<file path="src/rtl/log_arb_pkg.sv">
// Shared types for the log memory write arbiter: FSM state encoding and
// requester indices used by the round-robin pointer.
package log_arb_pkg;

  typedef enum logic [1:0] {
    IDLE        = 2'd0,
    GRANT_PREP  = 2'd1,
    GRANT_RECOV = 2'd2
  } arb_state_e;

  localparam logic REQ_PREP  = 1'b0;
  localparam logic REQ_RECOV = 1'b1;

endpackage

</file>
<file path="src/rtl/log_ptr_tracker.sv">
// Tail pointer and occupancy bookkeeping for the circular log memory.
// A write advances the tail and adds one beat; a free releases at most the
// beats currently held, so occupancy never underflows.
module log_ptr_tracker #(
  parameter int LOG_DEPTH_W = 10
) (
  input  logic                   clk,
  input  logic                   rst,
  input  logic                   wr_acc,
  input  logic                   free_val,
  input  logic [LOG_DEPTH_W:0]   free_cnt,
  output logic [LOG_DEPTH_W-1:0] tail,
  output logic [LOG_DEPTH_W:0]   occupancy,
  output logic                   has_space
);

  localparam logic [LOG_DEPTH_W:0] CAPACITY = {1'b1, {LOG_DEPTH_W{1'b0}}};

  logic [LOG_DEPTH_W:0] release_cnt;
  logic [LOG_DEPTH_W:0] occ_next;

  // Clamp the release to what is held, then combine with any same-cycle write
  always_comb begin
    release_cnt = '0;
    if (free_val) begin
      release_cnt = (free_cnt < occupancy) ? free_cnt : occupancy;
    end
    occ_next  = occupancy + (LOG_DEPTH_W+1)'(wr_acc) - release_cnt;
    has_space = (occupancy < CAPACITY);
  end

  // Tail wraps silently through the natural width of the register
  always_ff @(posedge clk) begin
    if (rst) begin
      tail      <= '0;
      occupancy <= '0;
    end else begin
      tail      <= tail + LOG_DEPTH_W'(wr_acc);
      occupancy <= occ_next;
    end
  end

endmodule

</file>
<file path="src/rtl/log_mem_wr_arb.sv">
// Round-robin write arbiter between the prepare and recovery engines onto
// the single log memory write port. A grant covers a whole entry (up to the
// last beat). Full-log policy is selected by LOG_ARB_DROP_ON_FULL_EN:
// undefined stalls the owner until space frees up; defined discards beats
// while full and counts dropped entries on arb_drop_cnt.
module log_mem_wr_arb
  import log_arb_pkg::*;
#(
  parameter int DATA_W      = 512,
  parameter int LOG_DEPTH_W = 10
) (
  input  logic                   clk,
  input  logic                   rst,
  input  logic                   prep_arb_wr_val,
  input  logic                   prep_arb_wr_last,
  input  logic [DATA_W-1:0]      prep_arb_wr_data,
  output logic                   arb_prep_wr_rdy,
  input  logic                   recov_arb_wr_val,
  input  logic                   recov_arb_wr_last,
  input  logic [DATA_W-1:0]      recov_arb_wr_data,
  output logic                   arb_recov_wr_rdy,
  output logic                   arb_log_mem_wr_val,
  output logic [LOG_DEPTH_W-1:0] arb_log_mem_wr_addr,
  output logic [DATA_W-1:0]      arb_log_mem_wr_data,
  input  logic                   log_mem_arb_wr_rdy,
  input  logic                   log_free_val,
  input  logic [LOG_DEPTH_W:0]   log_free_cnt,
  output logic                   arb_log_has_space,
  output logic [LOG_DEPTH_W:0]   arb_log_occupancy,
  output logic [LOG_DEPTH_W-1:0] arb_log_tail_addr
`ifdef LOG_ARB_DROP_ON_FULL_EN
  ,
  output logic [31:0]            arb_drop_cnt
`endif
);

  arb_state_e              state, state_next;
  logic                    rr_ptr, rr_next;
  logic                    own_val, own_last, own_rdy;
  logic [DATA_W-1:0]       own_data;
  logic                    mem_write, consume;
  logic                    has_space;
  logic [LOG_DEPTH_W-1:0]  tail;

  log_ptr_tracker #(.LOG_DEPTH_W(LOG_DEPTH_W)) u_ptr (
    .clk       (clk),
    .rst       (rst),
    .wr_acc    (mem_write && log_mem_arb_wr_rdy),
    .free_val  (log_free_val),
    .free_cnt  (log_free_cnt),
    .tail      (tail),
    .occupancy (arb_log_occupancy),
    .has_space (has_space)
  );

  // Arbitration, owner mux and handshake; reset suppresses every handshake
  always_comb begin
    state_next = state;
    rr_next    = rr_ptr;
    own_val    = 1'b0;
    own_last   = 1'b0;
    own_data   = '0;
    own_rdy    = 1'b0;
    mem_write  = 1'b0;
    consume    = 1'b0;
    case (state)
      IDLE: begin
        if (prep_arb_wr_val && (!recov_arb_wr_val || rr_ptr == REQ_PREP)) begin
          state_next = GRANT_PREP;
        end else if (recov_arb_wr_val) begin
          state_next = GRANT_RECOV;
        end
      end
      GRANT_PREP: begin
        own_val  = prep_arb_wr_val;
        own_last = prep_arb_wr_last;
        own_data = prep_arb_wr_data;
      end
      GRANT_RECOV: begin
        own_val  = recov_arb_wr_val;
        own_last = recov_arb_wr_last;
        own_data = recov_arb_wr_data;
      end
      default: state_next = IDLE;
    endcase
    if (state == GRANT_PREP || state == GRANT_RECOV) begin
      if (has_space) begin
        own_rdy   = log_mem_arb_wr_rdy;
        mem_write = own_val;
      end
`ifdef LOG_ARB_DROP_ON_FULL_EN
      else begin
        own_rdy = 1'b1;
      end
`endif
      consume = own_val && own_rdy;
      if (consume && own_last) begin
        state_next = IDLE;
        rr_next    = (state == GRANT_PREP) ? REQ_RECOV : REQ_PREP;
      end
    end
    if (rst) begin
      own_rdy   = 1'b0;
      mem_write = 1'b0;
      consume   = 1'b0;
    end
  end

  assign arb_prep_wr_rdy     = own_rdy && (state == GRANT_PREP);
  assign arb_recov_wr_rdy    = own_rdy && (state == GRANT_RECOV);
  assign arb_log_mem_wr_val  = mem_write;
  assign arb_log_mem_wr_addr = tail;
  assign arb_log_mem_wr_data = own_data;
  assign arb_log_has_space   = has_space || rst;
  assign arb_log_tail_addr   = tail;

  // FSM state and round-robin pointer registers
  always_ff @(posedge clk) begin
    if (rst) begin
      state  <= IDLE;
      rr_ptr <= REQ_PREP;
    end else begin
      state  <= state_next;
      rr_ptr <= rr_next;
    end
  end

`ifdef LOG_ARB_DROP_ON_FULL_EN
  logic entry_dropped;

  // An entry counts as dropped once, at its last beat, if any beat was discarded
  always_ff @(posedge clk) begin
    if (rst) begin
      arb_drop_cnt  <= '0;
      entry_dropped <= 1'b0;
    end else if (consume) begin
      if (own_last) begin
        entry_dropped <= 1'b0;
        if ((entry_dropped || !has_space) && arb_drop_cnt != 32'hFFFF_FFFF) begin
          arb_drop_cnt <= arb_drop_cnt + 32'd1;
        end
      end else if (!has_space) begin
        entry_dropped <= 1'b1;
      end
    end
  end
`endif

endmodule

</file>
<file path="config.mk">
export PLATFORM = sky130hd
export DESIGN_NAME = log_mem_wr_arb
export DESIGN_NICKNAME = d
export VERILOG_FILES = /design/src/rtl/log_arb_pkg.sv /design/src/rtl/log_ptr_tracker.sv /design/src/rtl/log_mem_wr_arb.sv
export SDC_FILE = /design/constraint.sdc
export NUM_CORES = 1
export LEC_CHECK = 0
export BUFFER_PORTS_ARGS = -buffer_cell sky130_fd_sc_hd__buf_2
export CAP_MARGIN = 10
export CORE_AREA = 2 2 611 613
export CTS_BUF_LIST = sky130_fd_sc_hd__clkbuf_8
export DETAILED_ROUTE_END_ITERATION = 10
export DIE_AREA = 0 0 613 615
export PLACE_DENSITY_LB_ADDON = 0.12
export SLEW_MARGIN = 10
export SYNTH_ARGS = -nofsm -noshare
export SYNTH_HDL_FRONTEND = slang
export SYNTH_SLANG_ARGS = --single-unit
</file>
<file path="constraint.sdc">
create_clock -name clk -period 5.3 [get_ports clk]
set_input_delay 0.795 -clock clk [delete_from_list [all_inputs] [get_ports clk]]
set_output_delay 0.795 -clock clk [all_outputs]
set_load 0.02 [all_outputs]
</file>
==> impl_metrics.ini <==
[yosys]
synth-simple-area-share_pct = 37.26
ys_ff_latch = 24
syn_inst = 1439
ys_async_sr_fraction_pct = 0
synth_compound_area_share_pct = 41.95
synth_area_leader_cell = a22oi_1
syn_area_um2 = 9794
synthXorXnorAreaFrac_pct = 1.252
yosysSeqAreaShare_pct = 4.905
synth_edf_count = 0
synth_cell_types = 50
avgSynthCellArea_um2 = 6.806
yosys-mux-area-fraction_pct = 1.456
post_synth_fa_ha_maj_area_fraction_pct = 4.676
ys_top_cells_by_area = a22oi_1 39%, nor2b_1 33%, clkbuf_1 6.1%
synthesis.nets = 2518
yosys_warnings = 0
synth_top_family_by_area = compound AO/OA/AOI/OAI gates
synthFlopType = dfxtp_1
yosys.area.top_type_share_pct = 39.47

[timing]
finClkSkew_ns = 0.01807
max_freq_mhz = 221.6
slew_viol_final = 0
setup-violations-final = 0
period_share_pct = 85.15
rsz0062_at_grt = false
hold_viol_final = 0
tightest_slew_ns = 1.260
period_needed_ns = 4.513
relSlewSlack_pct = 15.97
tns_ns = 0

[clocking]
cts_buffers = 3
cts.sinks = 24
post-cts-setup-buffers = 0
clkTransAtPathRegs_ns = 0.13
htree_levels = 1
cts.path.max_buffers = 2
cts_resized = 0
insertion_delay_ns = 0.33
hold_buffers = 0
cts_tree = yes
cts_root_buf = clkbuf_8

[global_route]
antenna_found_initial = 483
grt_first_pass_wirelength_um = 332100
grt_usage_pct = 14.72
grt_max_degree = 203
grt_pass1_vias = 18924
grt_overflow_total = 0

[status]
status = finished clean

[power_and_ir_drop]
p_clk_share_pct = 4.7
p_sw_share_pct = 59.13
power_density_nw_per_um2 = 175.8
power_frac_comb_pct = 89.0
p_int_mw = 1.724
switchingPower_mw = 2.494
power_leakage_nw = 9.560
seq_power_share_pct = 6.3
ir_worst_vdd_uv = 123.8

[cells_and_area]
nFillCells = 44336
final_common_cell = buf_2
drive_gt1_share_pct = 57.35
fin_util_pct = 6.472
final_nets = 3964
syn_to_final_growth_pct = 145.0
most-common-layout-cells = 1589 x buf_2, 517 x nor2b_1, 515 x a22oi_1

[detailed_routing]
dr.pass1.iters = 5
ant_nets = 0
wl_per_cell_um = 36.36
wl_um = 289900
drt-initial-drc-count = 1766
drc = 0
via_per_inst = 2.583
vias = 20595

[worst_setup_path]
cp.arrival_ns = 4.75
startpoint_type = flip-flop
r2r_start = u_ptr.occupancy[10]
reg2reg_to = u_ptr.occupancy[10]
crit_fanout = 10
path_cells = inv_1 > ha_1 > nand4_1 > or4_4 > nand2_4 > nand2_1 > a21oi_1 > ha_1 > inv_1 > ha_1 > inv_1 > fa_1 > nand2b_1 > a21oi_1 > a21boi_2 > mux2i_1 > and4_1 > o21ba_1
critPathKind = reg2reg
cp_slowest_cell = or4_4
crit_required_ns = 5.54
reg2reg_slack_ns = 0.79
critPathLaunch = u_ptr.occupancy[10]
cpPeakStageDelay_ns = 0.60
critPathCaptureType = flip-flop
r2r_cells = 18

[placement]
port-buffer-count = 1589
dpl.hpwl_um = 272400
place_congestion = 0.9310

[floorplan]
die_w_um = 613
core_um2 = 370800
fp-row-count = 224
io_pins = 1590
initial_utilization_pct = 2.641
die-area_um2 = 377000
dieHeight_um = 615

[job]
maxCapViolCount = 0

[hold_path]
hp-class = reg2reg
holdPathEnd = rr_ptr
min_path_cells = 2
hold_start = rr_ptr
[how the worst max path moves through the flow]
stage | to | slack (ns) | cells after the start
2_1_floorplan | u_ptr.occupancy[10] | 1.17 | 14
3_3_place_gp | u_ptr.occupancy[10] | 0.41 | 18
3_5_place_dp | u_ptr.occupancy[10] | 0.48 | 18
4_1_cts | u_ptr.occupancy[10] | 0.73 | 18
5_1_grt | u_ptr.occupancy[10] | 0.53 | 18
6_report | u_ptr.occupancy[10] | 0.79 | 18
[layer usage]
metal	vias up	GRT usage, %	part of all wire [%]
met4	216	1.037	2.1
met3	827	9.235	14
met1	9454	14.05	33
met2	1764	27.45	51
met5	-	0	0.50
li1	8334	-	-
[cell type report]
cell class	count	area [µm²]	area share, %
Antenna cell	118	295.3	1.231
Clock buffer	3	41.29	0.1721
Clock inverter	1	30.03	0.1251
Inverter	21	78.83	0.3285
Multi-Input combinational cell	1209	8519	35.50
Sequential cell	24	480.5	2.002
Tap cell	4972	6221	25.92
Timing Repair Buffer	1626	8330	34.72
[metrics by stage]
| stage | worst slack, ns | std cells | hold slack (ns) | area (µm²) | total power, mW |
|---|---|---|---|---|---|
| floorplan | 1.167 | 1439 | 0.4602 | 9794 | 2.273 |
| global placement | 0.4084 | 7852 | 0.4832 | 23630 | 4.164 |
| finish | 0.7869 | 7974 | 0.5235 | 24000 | 4.219 |
| global route | 0.5264 | 7884 | 0.5771 | 23770 | 4.559 |
| detailed placement | 0.4839 | 7852 | 0.4947 | 23630 | 4.129 |
| CTS | 0.7282 | 7856 | 0.5279 | 23700 | 4.359 |
[kinds of logic after synthesis]
kind of cell | Yosys count
AND/OR/NAND/NOR | 599
buffers and inverters | 206
XOR/XNOR | 14
flip-flops | 24
adder cells (fa/ha/maj) | 36
AO/OA/AOI/OAI | 547
multiplexers | 13
[state kept, by name, summed over array words and instances (netlist names)]
register / count
u_ptr.tail: 10
rr_ptr: 1
u_ptr.occupancy: 11
state: 2
[synth_stat cells, types with 2 or more instances]
| cell | n |
|---|---|
| a22oi_1 | 515 |
| nand3_1 | 9 |
| and3_1 | 4 |
| o21a_1 | 4 |
| o21ai_0 | 2 |
| a41oi_1 | 2 |
| xnor2_1 | 5 |
| nor3b_1 | 5 |
| a21oi_1 | 9 |
| mux2i_1 | 3 |
| dfxtp_1 | 24 |
| a2111oi_2 | 2 |
| nor2b_1 | 517 |
| a21o_1 | 4 |
| nor3_1 | 3 |
| xor2_1 | 9 |
| clkbuf_1 | 160 |
| buf_2 | 3 |
| nand2_1 | 17 |
| inv_1 | 21 |
| mux2_2 | 9 |
| nand2b_1 | 4 |
| and2_1 | 2 |
| nor2_1 | 27 |
| buf_1 | 10 |
| and3_2 | 2 |
| ha_1 | 35 |
| buf_4 | 10 |
[power by group through the flow]
stage / clock, mW / combinational, mW / sequential, mW
final: 0.198 / 3.76 / 0.265
after CTS: 0.219 / 3.87 / 0.268
after global routing: 0.215 / 4.07 / 0.272
after detailed placement: 0 / 3.86 / 0.272
after global placement: 0 / 3.89 / 0.272
after floorplan: 0 / 1.98 / 0.294
[worst max-delay path: cells and delay by family, from the launching register on]
family,cells,cell delay (ns)
fa+ha+maj,4,1.18
compound gates,4,0.93
buf+inv,3,0.30
simple gates,6,1.37
flops,1,0.47
mux,1,0.16
Power figures use the tool's default switching activity.
